--- src/rtl/uart_gen2_pkg.sv ---
// uart_gen2_pkg: shared definitions for the uart_gen2 block.
//   tx_state_t / rx_state_t : transmitter and receiver FSM states
//   CFG_*                    : bit positions inside the 6-bit cfg word
//   maj3()                   : 2-of-3 majority vote used for RX bit decisions
//   data_bits()              : data-bit count from cfg.len, clamped to the datapath width
package uart_gen2_pkg;

  typedef enum logic [2:0] {
    TX_IDLE,
    TX_START,
    TX_DATA,
    TX_PARITY,
    TX_STOP
  } tx_state_t;

  typedef enum logic [2:0] {
    RX_IDLE,
    RX_START,
    RX_DATA,
    RX_PARITY,
    RX_STOP
  } rx_state_t;

  localparam int CFG_STOP2   = 5;
  localparam int CFG_PAR_EN  = 4;
  localparam int CFG_PAR_ODD = 3;
  localparam int CFG_LEN_MSB = 2;
  localparam int CFG_LEN_LSB = 0;

  function automatic logic maj3(input logic a, input logic b, input logic c);
    return (a & b) | (a & c) | (b & c);
  endfunction

  function automatic logic [3:0] data_bits(input logic [2:0] len, input int dw);
    int n;
    n = 5 + int'(len);
    if (n > dw) n = dw;
    return 4'(n);
  endfunction

endpackage

--- src/rtl/uart_gen2_fifo.sv ---
// uart_gen2_fifo: first-word-fall-through receive FIFO with sticky overrun.
//   clk, rst_n       : clock, synchronous active-low reset (pointers/count/flag only)
//   push, push_data  : write request and word
//   pop_ready        : consumer ready; a pop happens when valid && pop_ready
//   ovr_clr          : clears the overrun flag (a same-cycle set wins)
//   head, valid      : head word (forced to zero when empty) and not-empty flag
//   overrun          : set when a push is dropped because the FIFO is full
// DEPTH must be a power of two and at least 2 so the pointers wrap naturally.
module uart_gen2_fifo
  import uart_gen2_pkg::*;
#(
  parameter int W     = 10,
  parameter int DEPTH = 4
) (
  input  logic         clk,
  input  logic         rst_n,
  input  logic         push,
  input  logic [W-1:0] push_data,
  input  logic         pop_ready,
  input  logic         ovr_clr,
  output logic [W-1:0] head,
  output logic         valid,
  output logic         overrun
);

  localparam int AW = $clog2(DEPTH);

  logic [W-1:0]  mem [DEPTH];
  logic [AW-1:0] wr_ptr;
  logic [AW-1:0] rd_ptr;
  logic [AW:0]   count;
  logic          full;
  logic          pop;
  logic          wr_en;

  assign full  = (count == (AW+1)'(DEPTH));
  assign valid = (count != '0);
  assign pop   = valid & pop_ready;
  // A full FIFO still accepts a word when the head leaves in the same cycle.
  assign wr_en = push & (~full | pop);
  assign head  = valid ? mem[rd_ptr] : '0;

  always_ff @(posedge clk) begin
    if (!rst_n) begin
      wr_ptr  <= '0;
      rd_ptr  <= '0;
      count   <= '0;
      overrun <= 1'b0;
    end else begin
      if (wr_en) wr_ptr <= wr_ptr + AW'(1);
      if (pop)   rd_ptr <= rd_ptr + AW'(1);
      case ({wr_en, pop})
        2'b10:   count <= count + (AW+1)'(1);
        2'b01:   count <= count - (AW+1)'(1);
        default: ;
      endcase
      if (push & full & ~pop) overrun <= 1'b1;
      else if (ovr_clr)       overrun <= 1'b0;
    end
  end

  always_ff @(posedge clk) begin
    if (wr_en) mem[wr_ptr] <= push_data;
  end

endmodule

--- src/rtl/uart_gen2.sv ---
// uart_gen2: configurable UART transmitter/receiver with RX FIFO.
//   clk, rst_n          : clock, synchronous active-low reset
//   baud_div            : oversample tick period is baud_div+1 clk cycles
//   cfg                 : {stop2, par_en, par_odd, len[2:0]}, data bits = 5+len (clamped to DW)
//   tx_data/tx_valid/tx_ready : transmit handshake, word sent LSB first
//   tx_o                : serial output, idle high
//   rx_i                : asynchronous serial input
//   rx_data/rx_perr/rx_ferr   : FIFO head word and its parity/framing flags
//   rx_valid/rx_ready   : FIFO pop handshake
//   rx_overrun/ovr_clr  : sticky overrun flag and its clear
module uart_gen2
  import uart_gen2_pkg::*;
#(
  parameter int DW       = 8,
  parameter int OVS      = 16,
  parameter int RX_DEPTH = 4,
  parameter int DIV_W    = 16
) (
  input  logic             clk,
  input  logic             rst_n,
  input  logic [DIV_W-1:0] baud_div,
  input  logic [5:0]       cfg,
  input  logic [DW-1:0]    tx_data,
  input  logic             tx_valid,
  output logic             tx_ready,
  output logic             tx_o,
  input  logic             rx_i,
  output logic [DW-1:0]    rx_data,
  output logic             rx_perr,
  output logic             rx_ferr,
  output logic             rx_valid,
  input  logic             rx_ready,
  output logic             rx_overrun,
  input  logic             ovr_clr
);

  localparam int TW = $clog2(OVS);
  localparam logic [TW-1:0] T_LAST = TW'(OVS - 1);
  localparam logic [TW-1:0] T_S0   = TW'(OVS / 2 - 1);
  localparam logic [TW-1:0] T_S1   = TW'(OVS / 2);
  localparam logic [TW-1:0] T_S2   = TW'(OVS / 2 + 1);

  function automatic logic [DW-1:0] len_mask(input logic [3:0] n);
    return ~({DW{1'b1}} << n);
  endfunction

  logic [3:0] cfg_nbits;
  assign cfg_nbits = data_bits(cfg[CFG_LEN_MSB:CFG_LEN_LSB], DW);

  // ---- oversample tick generator ----
  logic [DIV_W-1:0] div_cnt;
  logic             tick;

  assign tick = (div_cnt >= baud_div);

  always_ff @(posedge clk) begin
    if (!rst_n)    div_cnt <= '0;
    else if (tick) div_cnt <= '0;
    else           div_cnt <= div_cnt + DIV_W'(1);
  end

  // ---- transmitter ----
  tx_state_t     tx_state;
  logic [TW-1:0] tx_tcnt;
  logic [3:0]    tx_bit;
  logic [3:0]    tx_nbits;
  logic [DW-1:0] tx_sh;
  logic          tx_par;
  logic          tx_par_en;
  logic          tx_stop2;
  logic          tx_stop_2nd;
  logic          tx_accept;
  logic          tx_bit_end;

  assign tx_accept  = tx_valid & tx_ready;
  assign tx_bit_end = tick & (tx_tcnt == T_LAST);

  always_ff @(posedge clk) begin
    if (!rst_n) begin
      tx_state    <= TX_IDLE;
      tx_ready    <= 1'b1;
      tx_o        <= 1'b1;
      tx_tcnt     <= '0;
      tx_bit      <= '0;
      tx_stop_2nd <= 1'b0;
    end else begin
      if ((tx_state != TX_IDLE) && tick)
        tx_tcnt <= (tx_tcnt == T_LAST) ? '0 : tx_tcnt + TW'(1);
      case (tx_state)
        TX_IDLE: begin
          if (tx_accept) begin
            tx_state    <= TX_START;
            tx_ready    <= 1'b0;
            tx_o        <= 1'b0;
            tx_tcnt     <= '0;
            tx_bit      <= '0;
            tx_stop_2nd <= 1'b0;
            tx_sh       <= tx_data & len_mask(cfg_nbits);
            tx_nbits    <= cfg_nbits;
            tx_par      <= (^(tx_data & len_mask(cfg_nbits))) ^ cfg[CFG_PAR_ODD];
            tx_par_en   <= cfg[CFG_PAR_EN];
            tx_stop2    <= cfg[CFG_STOP2];
          end
        end
        TX_START: begin
          if (tx_bit_end) begin
            tx_state <= TX_DATA;
            tx_o     <= tx_sh[0];
          end
        end
        TX_DATA: begin
          if (tx_bit_end) begin
            if (tx_bit == tx_nbits - 4'd1) begin
              if (tx_par_en) begin
                tx_state <= TX_PARITY;
                tx_o     <= tx_par;
              end else begin
                tx_state <= TX_STOP;
                tx_o     <= 1'b1;
              end
            end else begin
              tx_bit <= tx_bit + 4'd1;
              tx_o   <= tx_sh[1];
              tx_sh  <= tx_sh >> 1;
            end
          end
        end
        TX_PARITY: begin
          if (tx_bit_end) begin
            tx_state <= TX_STOP;
            tx_o     <= 1'b1;
          end
        end
        TX_STOP: begin
          if (tx_bit_end) begin
            if (tx_stop2 && !tx_stop_2nd) begin
              tx_stop_2nd <= 1'b1;
            end else begin
              tx_state <= TX_IDLE;
              tx_ready <= 1'b1;
            end
          end
        end
        default: begin
          tx_state <= TX_IDLE;
          tx_ready <= 1'b1;
          tx_o     <= 1'b1;
        end
      endcase
    end
  end

  // ---- receiver: input synchroniser ----
  logic rx_sync_p0;
  logic rx_sync_p1;
  logic rx_prev;

  // ---- receiver: bit FSM ----
  rx_state_t     rx_state;
  logic [TW-1:0] rx_tcnt;
  logic [3:0]    rx_bit;
  logic [3:0]    rx_nbits;
  logic [DW-1:0] rx_sh;
  logic          rx_par_en;
  logic          rx_par_odd;
  logic          rx_perr_r;
  logic          rx_samp0;
  logic          rx_samp1;
  logic          rx_vote;
  logic          rx_vote_now;
  logic          rx_push;
  logic [DW+1:0] rx_word;

  // Third sample is the live synchronised value, so the vote resolves on that tick.
  assign rx_vote     = maj3(rx_samp0, rx_samp1, rx_sync_p1);
  assign rx_vote_now = tick & (rx_tcnt == T_S2);
  assign rx_push     = (rx_state == RX_STOP) & rx_vote_now;
  assign rx_word     = {~rx_vote, rx_perr_r, rx_sh};

  always_ff @(posedge clk) begin
    if (!rst_n) begin
      rx_sync_p0 <= 1'b1;
      rx_sync_p1 <= 1'b1;
      rx_prev    <= 1'b1;
      rx_state   <= RX_IDLE;
      rx_tcnt    <= '0;
      rx_bit     <= '0;
    end else begin
      rx_sync_p0 <= rx_i;
      rx_sync_p1 <= rx_sync_p0;
      rx_prev    <= rx_sync_p1;
      if (rx_state == RX_IDLE) begin
        // Only a falling edge starts a frame; a line parked low stays ignored.
        if (rx_prev && !rx_sync_p1) begin
          rx_state   <= RX_START;
          rx_tcnt    <= '0;
          rx_bit     <= '0;
          rx_sh      <= '0;
          rx_perr_r  <= 1'b0;
          rx_nbits   <= cfg_nbits;
          rx_par_en  <= cfg[CFG_PAR_EN];
          rx_par_odd <= cfg[CFG_PAR_ODD];
        end
      end else if (tick) begin
        rx_tcnt <= (rx_tcnt == T_LAST) ? '0 : rx_tcnt + TW'(1);
        if (rx_tcnt == T_S0) rx_samp0 <= rx_sync_p1;
        if (rx_tcnt == T_S1) rx_samp1 <= rx_sync_p1;
        if (rx_tcnt == T_S2) begin
          case (rx_state)
            RX_START:  if (rx_vote) rx_state <= RX_IDLE;
            RX_DATA:   rx_sh <= rx_sh | (DW'(rx_vote) << rx_bit);
            RX_PARITY: rx_perr_r <= rx_vote ^ (^rx_sh) ^ rx_par_odd;
            // Second stop bit is left to look like idle line.
            RX_STOP:   rx_state <= RX_IDLE;
            default:   ;
          endcase
        end
        if (rx_tcnt == T_LAST) begin
          case (rx_state)
            RX_START: begin
              rx_state <= RX_DATA;
              rx_bit   <= '0;
            end
            RX_DATA: begin
              if (rx_bit == rx_nbits - 4'd1)
                rx_state <= rx_par_en ? RX_PARITY : RX_STOP;
              else
                rx_bit <= rx_bit + 4'd1;
            end
            RX_PARITY: rx_state <= RX_STOP;
            RX_STOP:   ;
            default:   rx_state <= RX_IDLE;
          endcase
        end
      end
    end
  end

  // ---- receive FIFO ----
  logic [DW+1:0] fifo_head;

  uart_gen2_fifo #(
    .W     (DW + 2),
    .DEPTH (RX_DEPTH)
  ) u_fifo (
    .clk       (clk),
    .rst_n     (rst_n),
    .push      (rx_push),
    .push_data (rx_word),
    .pop_ready (rx_ready),
    .ovr_clr   (ovr_clr),
    .head      (fifo_head),
    .valid     (rx_valid),
    .overrun   (rx_overrun)
  );

  assign rx_data = fifo_head[DW-1:0];
  assign rx_perr = fifo_head[DW];
  assign rx_ferr = fifo_head[DW+1];

endmodule
--- config.mk ---
export PLATFORM = sky130hd
export DESIGN_NAME = uart_gen2
export DESIGN_NICKNAME = d
export VERILOG_FILES = /design/src/rtl/uart_gen2_pkg.sv /design/src/rtl/uart_gen2_fifo.sv /design/src/rtl/uart_gen2.sv
export SDC_FILE = /design/constraint.sdc
export NUM_CORES = 1
export LEC_CHECK = 0
export BUFFER_PORTS_ARGS = -buffer_cell sky130_fd_sc_hd__buf_2
export CAP_MARGIN = 20
export CORE_ASPECT_RATIO = 1.5
export CORE_UTILIZATION = 50
export DETAILED_ROUTE_END_ITERATION = 6
export PLACE_DENSITY = 0.81
export SYNTH_ARGS = -nofsm -noshare
export SYNTH_HDL_FRONTEND = slang
export SYNTH_HIERARCHICAL = 1
export SYNTH_SLANG_ARGS = --single-unit
export TNS_END_PERCENT = 1
--- constraint.sdc ---
create_clock -name clk -period 3.7 [get_ports clk]
set_clock_uncertainty 0.2 [all_clocks]
set_input_delay 0.185 -clock clk [delete_from_list [all_inputs] [get_ports clk]]
set_output_delay 0.185 -clock clk [all_outputs]
set_load 0.005 [all_outputs]
==> flow_summary.yaml, run 1 <==
status:
  run_status: "complete, but fails checks"
  violations: "DRC"
yosys:
  synth_xor_area_share_pct: 6.58
  muxShareOfSynthArea_pct: 4.39
  ys_types: 65
  synth_area_mm2: 0.00639
  synthCells: 613
  synth_area_leaders: "edfxtp_1, dfxtp_1, ha_1"
  synth_top_area_share_pct: 33.9
  async_reset_ff_share_pct: 0
  ys_seq_area_share_pct: 50.8
  synth_ff_type: "edfxtp_1"
  syn_nets: 680
  post_synth.cell_area_avg_um2: 10.4
  yosys_warnings: 6
  yosys.area_share.simple_pct: 18.2
  synth.largest_area_cell: "edfxtp_1"
  ys_ff_latch: 126
  synth_top_family_by_area: "simple AND/OR/NAND/NOR gates"
  synth-compound-area-share_pct: 9.82
  synth_edf_count: 72
  yosys.area_share.adder_pct: 6.19
cts:
  clkTransAtPathRegs_ns: 0.06
  cts_buffers: 17
  clockBufferDepth: 2
  htreeDepth: 4
  insertion_delay_ns: 0.42
  clock_sinks: 126
  cts_setup_buffers: 0
  cts_tree: "yes"
  cts-root-buf: "clkbuf_16"
floorplanning:
  io_pins: 50
  initial_core_util_pct: 51.3
  std_cell_rows: 50
  core_area_mm2: 0.0124
  die_h_um: 140
  die_w_um: 94.3
  dieArea_mm2: 0.0132
route:
  dr.pass1.iters: 7
  drc_errors: 5
  drtIter0Drc: 237
  routed-via-count: 4663
  vias_per_cell: 5.52
  wl_per_cell_um: 15.1
  drt_wl_total_um: 12800
  ant_nets: 0
pwr:
  clock_power_share_pct: 46.8
  seqPwrFrac_pct: 45.0
  leakagePower_nw: 2.83
  swShare_pct: 25.1
  p_sw_mw: 0.867
  power_density_mw_per_mm2: 463
  comb_power_share_pct: 8.2
  p_int_mw: 2.59
  vdd_ir_drop_max_v: 0.000340
finish:
  layout_commonest_cell: "edfxtp_1"
  area_growth_pct: 16.9
  nFillCells: 975
  antenna_cells: 0
  nets: 742
  final_cell_mix: "edfxtp_1, nor2_1, nand2_1"
  drive_gt1_share_pct: 15.6
sta:
  rsz0062_at_grt: "no"
  hold_viol_final: 0
  slew_violations: 0
  fin_crit_ns: 3.44
  finalSetupViolCount: 0
  worst_pin_slew_ns: 0.648
  final_critical_path_setup_slack_ns: 0.259
  setup_tns_ns: 0
  max_freq_mhz: 291
  finalCritPeriodShare_pct: 93.0
  relSlewSlack_pct: 56.5
place:
  port_buffers: 49
  routabilityCongestion: 0.848
  dp_hpwl_um: 9220
  pre_cts_ws_ns: 0.309
grt:
  grt_pass1_wl_um: 21500
  grt_pass1_vias: 4722
  antenna_found_initial: 0
  grt_max_degree: 32
  grt_use_total_pct: 20.8
  grt_overflow: 0
critical_path:
  crit_fanout: 8
  critPathArrivalTime_ns: 3.57
  crit_type: "register to register"
  critPathRequiredTime_ns: 3.83
  r2r_slack_ns: 0.26
  startpoint_type: "register"
  endpoint_kind: "register"
hold_path:
  hp-class: "primary input to register"
job:
  drv_cap: 0
area by class of cell:
class / count / area, um^2 / area share, %
Sequential cell: 126 / 3240 / 43.5
Timing Repair Buffer: 68 / 420 / 5.63
Tap cell: 156 / 195 / 2.62
Clock buffer: 17 / 425 / 5.70
Multi-Input combinational cell: 425 / 2890 / 38.7
Inverter: 37 / 139 / 1.86
Clock inverter: 15 / 153 / 2.05
cells in the mapped netlist (3+ instances only):
library cell   n
nand2b_1       8
clkbuf_1      18
a21oi_1       26
nor3_1        12
dfxtp_1       54
and2_1        17
inv_1         36
a21o_1         4
mux2i_1        4
o211ai_1       5
a21boi_0       3
ha_1          30
o22ai_1        4
nor4_1         3
or3_1          4
edfxtp_1      72
xor2_1        16
nand3_1       28
o31ai_1        3
nand4_1        8
o21ai_0       24
and3_1         9
xnor2_1       32
nor3b_1        3
nand2_1       55
a31oi_1        4
nor2b_1       10
nor2_1        65
mux4_2        10
final timing paths:
kind	cells after the start	to	from
hold / removal	3	tx_sh[1]	tx_data[1]
setup / recovery	13	u_fifo/count[2]	div_cnt[15]
hold reg to reg	1	rx_sync_p1	rx_sync_p0
setup reg to reg	13	u_fifo/count[2]	div_cnt[15]
repair_timing:
action                    4_1_cts  5_1_grt
hold endpoints to repair       14        0
hold buffers                   13        0
gates resized for setup         0        0
layer usage:
layer | vias to the layer above | part of all wire, % | global-route usage [%]
met5 | - | 0 | 0
met4 | 0 | 2.3 | 9.07
met3 | 31 | 3.4 | 4.99
met2 | 118 | 54 | 37.3
met1 | 2212 | 40 | 22.8
li1 | 2302 | - | -
cell families after synthesis:
group,after synthesis
AO/OA/AOI/OAI,97
adder cells (fa/ha/maj),31
flip-flops,126
multiplexers,15
XOR/XNOR,48
AND/OR/NAND/NOR,234
buffers and inverters,62
state kept, by name (all words and copies together) (netlist names), 2 cells and up, named ones only:
name / count
tx_state: 3
rx_nbits: 4
tx_sh: 8
rx_state: 3
tx_tcnt: 4
u_fifo/count: 3
u_fifo/rd_ptr: 2
tx_nbits: 4
div_cnt: 16
u_fifo/mem: 40
tx_bit: 4
rx_bit: 4
u_fifo/wr_ptr: 2
rx_sh: 8
rx_tcnt: 4
per-stage QoR:
| stage | area (um^2) | hold WS [ns] | std cells | utilization [%] | power, mW |
|---|---|---|---|---|---|
| 6_report | 7460 | 0.00940 | 844 | 59.9 | 3.46 |
| 3_5_place_dp | 6760 | 0.175 | 799 | 54.3 | 1.86 |
| 3_3_place_gp | 6760 | 0.166 | 799 | 54.3 | 1.84 |
| 2_1_floorplan | 6390 | 0.0839 | 613 | - | 1.77 |
| 4_1_cts | 7460 | 0.000763 | 844 | 59.9 | 3.48 |
| 5_1_grt | 7460 | 0.0417 | 844 | 59.9 | 3.58 |
critical path, stage by stage (launching register included):
cell     delay (ns)
dfxtp_1        0.33
ha_1           0.33
nand4_1        0.12
or3_1          0.42
a311o_1        0.35
and3_1         0.22
nor3_1         0.28
buf_4          0.23
nor2b_4        0.06
nand2_1        0.08
fa_1           0.19
nand2_1        0.07
or3_1          0.31
a31oi_1        0.16
power groups by stage:
stage,clock network (mW),registers (mW),logic [mW]
2_1_floorplan,0,1.57,0.205
4_1_cts,1.64,1.56,0.284
3_5_place_dp,0,1.59,0.269
6_report,1.62,1.56,0.283
5_1_grt,1.70,1.56,0.317
3_3_place_gp,0,1.58,0.258
Power figures use the tool's default switching activity.
==> run 2, diff against run 1 <==
--- a/config.mk
+++ b/config.mk
@@ -8,9 +8,9 @@
 export BUFFER_PORTS_ARGS = -buffer_cell sky130_fd_sc_hd__buf_2
 export CAP_MARGIN = 20
 export CORE_ASPECT_RATIO = 1.5
-export CORE_UTILIZATION = 50
+export CORE_UTILIZATION = 59
 export DETAILED_ROUTE_END_ITERATION = 6
-export PLACE_DENSITY = 0.81
+export PLACE_DENSITY = 0.89
 export SYNTH_ARGS = -nofsm -noshare
 export SYNTH_HDL_FRONTEND = slang
 export SYNTH_HIERARCHICAL = 1
==> constraint.sdc (replaced) <==
create_clock -name clk -period 3.6 [get_ports clk]
set_clock_uncertainty 0.2 [all_clocks]
set_input_delay 0.18 -clock clk [delete_from_list [all_inputs] [get_ports clk]]
set_output_delay 0.18 -clock clk [all_outputs]
set_load 0.005 [all_outputs]
==> run 2 against run 1 <==
Effect of this change: the flow now finishes without violations; register-to-register slack worse by 0.04 ns; worst hold slack better by 0.016 ns; total power rose by 8.8%; clock power rose by 15%; via count increased by 5.1%; sequential share of layout area down 0.44 points; sequential power increased by 3%; die area fell by 15%; design area is 1.0% higher; global-route usage is 4.8 points higher; largest cell class unchanged.
==> flow_summary.yaml, run 2 (synthesized netlist as in run 1, its figures left out) <==
status:
  run_status: "finished clean"
cts:
  cts_buffers: 17
  clock_sinks: 126
  clockBufferDepth: 2
  clkTransAtPathRegs_ns: 0.06
  cts_setup_buffers: 0
  cts-root-buf: "clkbuf_16"
  htreeDepth: 4
  cts_tree: "yes"
  insertion_delay_ns: 0.41
route:
  dr.pass1.iters: 5
  ant_nets: 0
  drtIter0Drc: 403
  drc_errors: 0
  wl_per_cell_um: 16.2
  routed-via-count: 4899
  vias_per_cell: 5.87
  drt_wl_total_um: 13500
finish:
  final_cell_mix: "edfxtp_1, nor2_1, nand2_1"
  regMostFlops: "u_fifo/mem"
  antenna_cells: 0
  drive_gt1_share_pct: 15.4
  finalNonFillerCells: 834
  largest_reg_flops: 40
  largestRegisters: "u_fifo/mem x40, div_cnt x16"
  area_growth_pct: 18.1
  layout_commonest_cell: "edfxtp_1"
  nets: 744
pwr:
  power_density_mw_per_mm2: 499
  leakagePower_nw: 2.87
  vdd_ir_drop_max_v: 0.000518
  finalPower_mw: 3.76
sta:
  relSlewSlack_pct: 50.2
  hold_viol_final: 0
  slew_violations: 0
  finalCritPeriodShare_pct: 94.0
  max_freq_mhz: 296
  final_critical_path_setup_slack_ns: 0.217
  rsz0062_at_grt: "no"
  finalSetupViolCount: 0
  worst_pin_slew_ns: 0.737
  setup_tns_ns: 0
  fin_crit_ns: 3.38
critical_path:
  critPathArrivalTime_ns: 3.54
  critical_path.max_stage_delay_ns: 0.56
  path_cells: "ha_1 > nand4_1 > or3_1 > a311o_1 > and3_1 > buf_4 > o31ai_1 > nand2_1 > nand3_1 > dlygate4sd3_1"
  startpoint_type: "register"
  crit_fanout: 15
  endpoint_kind: "register"
  crit_path_top_delay_cell: "dlygate4sd3_1"
  crit_type: "register to register"
  critPathRequiredTime_ns: 3.75
floorplanning:
  io_pins: 50
  std_cell_rows: 46
  core_area_mm2: 0.0105
  die_h_um: 129
  die_w_um: 86.9
  initial_core_util_pct: 60.6
  dieArea_mm2: 0.0113
grt:
  antenna_found_initial: 0
  grt_pass1_vias: 4813
  grt_overflow: 0
  grt_max_degree: 32
  grt_pass1_wl_um: 21900
  grt_use_total_pct: 25.5
hold_path:
  hp-class: "primary input to register"
place:
  dp.cells: 787
  port_buffers: 49
  dp_hpwl_um: 9280
  routabilityCongestion: 0.862
  pre_cts_ws_ns: 0.271
job:
  drv_cap: 0
[run 2: report_power, final]
| group | total [mW] | switching [mW] | internal, mW |
|---|---|---|---|
| Clock | 1.86 | 0.630 | 1.23 |
| Combinational | 0.295 | 0.173 | 0.123 |
| Sequential | 1.60 | 0.0361 | 1.56 |
[run 2: path summary, 6_finish.rpt]
kind                       to  slack, ns   startpoint  cells past startpoint
min          u_fifo/rd_ptr[0]       0.02     rx_ready                      4
max reg2reg          tx_ready       0.22  div_cnt[13]                     10
max                  tx_ready       0.22  div_cnt[13]                     10
min reg2reg        rx_sync_p1       0.21   rx_sync_p0                      1
[run 2: critical path, delay by kind of cell (launching register included)]
kind            cells  cell delay [ns]
buf+inv             2             0.76
simple gates        5             0.95
fa+ha+maj           1             0.31
compound gates      2             0.77
flops               1             0.33
[run 2: area by class of cell]
| cell class | count | area [um^2] |
|---|---|---|
| flip-flops and latches | 126 | 3240 |
| fillers | 706 | 2990 |
| multi-input cells | 425 | 2890 |
| repair buffers | 70 | 440 |
| clock buffers | 19 | 433 |
| clock inverters | 13 | 211 |
| well taps | 144 | 180 |
| inverters | 37 | 139 |
[run 2: timing repair]
item,in CTS,in global routing
setup endpoints to repair,0,11
gates resized for setup,0,1
hold buffers,15,0
hold endpoints to repair,15,0
[run 2: layer usage]
metal  vias to the layer above  track usage, %  wire length, um
met1                      2353            25.1             4840
met3                        48            5.61              593
met4                         0            14.5              483
met2                       187            48.4             7610
met5                         -               0                0
li1                       2311               -                -
[run 2: per-stage QoR]
| step | instance area, um^2 | hold WS (ns) | util, % |
|---|---|---|---|
| 2_1_floorplan | 6390 | 0.0789 | - |
| 3_3_place_gp | 6740 | 0.159 | 64.0 |
| 3_5_place_dp | 6740 | 0.161 | 64.0 |
| 4_1_cts | 7530 | 0.00549 | 71.5 |
| 5_1_grt | 7540 | 0.0234 | 71.6 |
| 6_report | 7540 | 0.0249 | 71.6 |
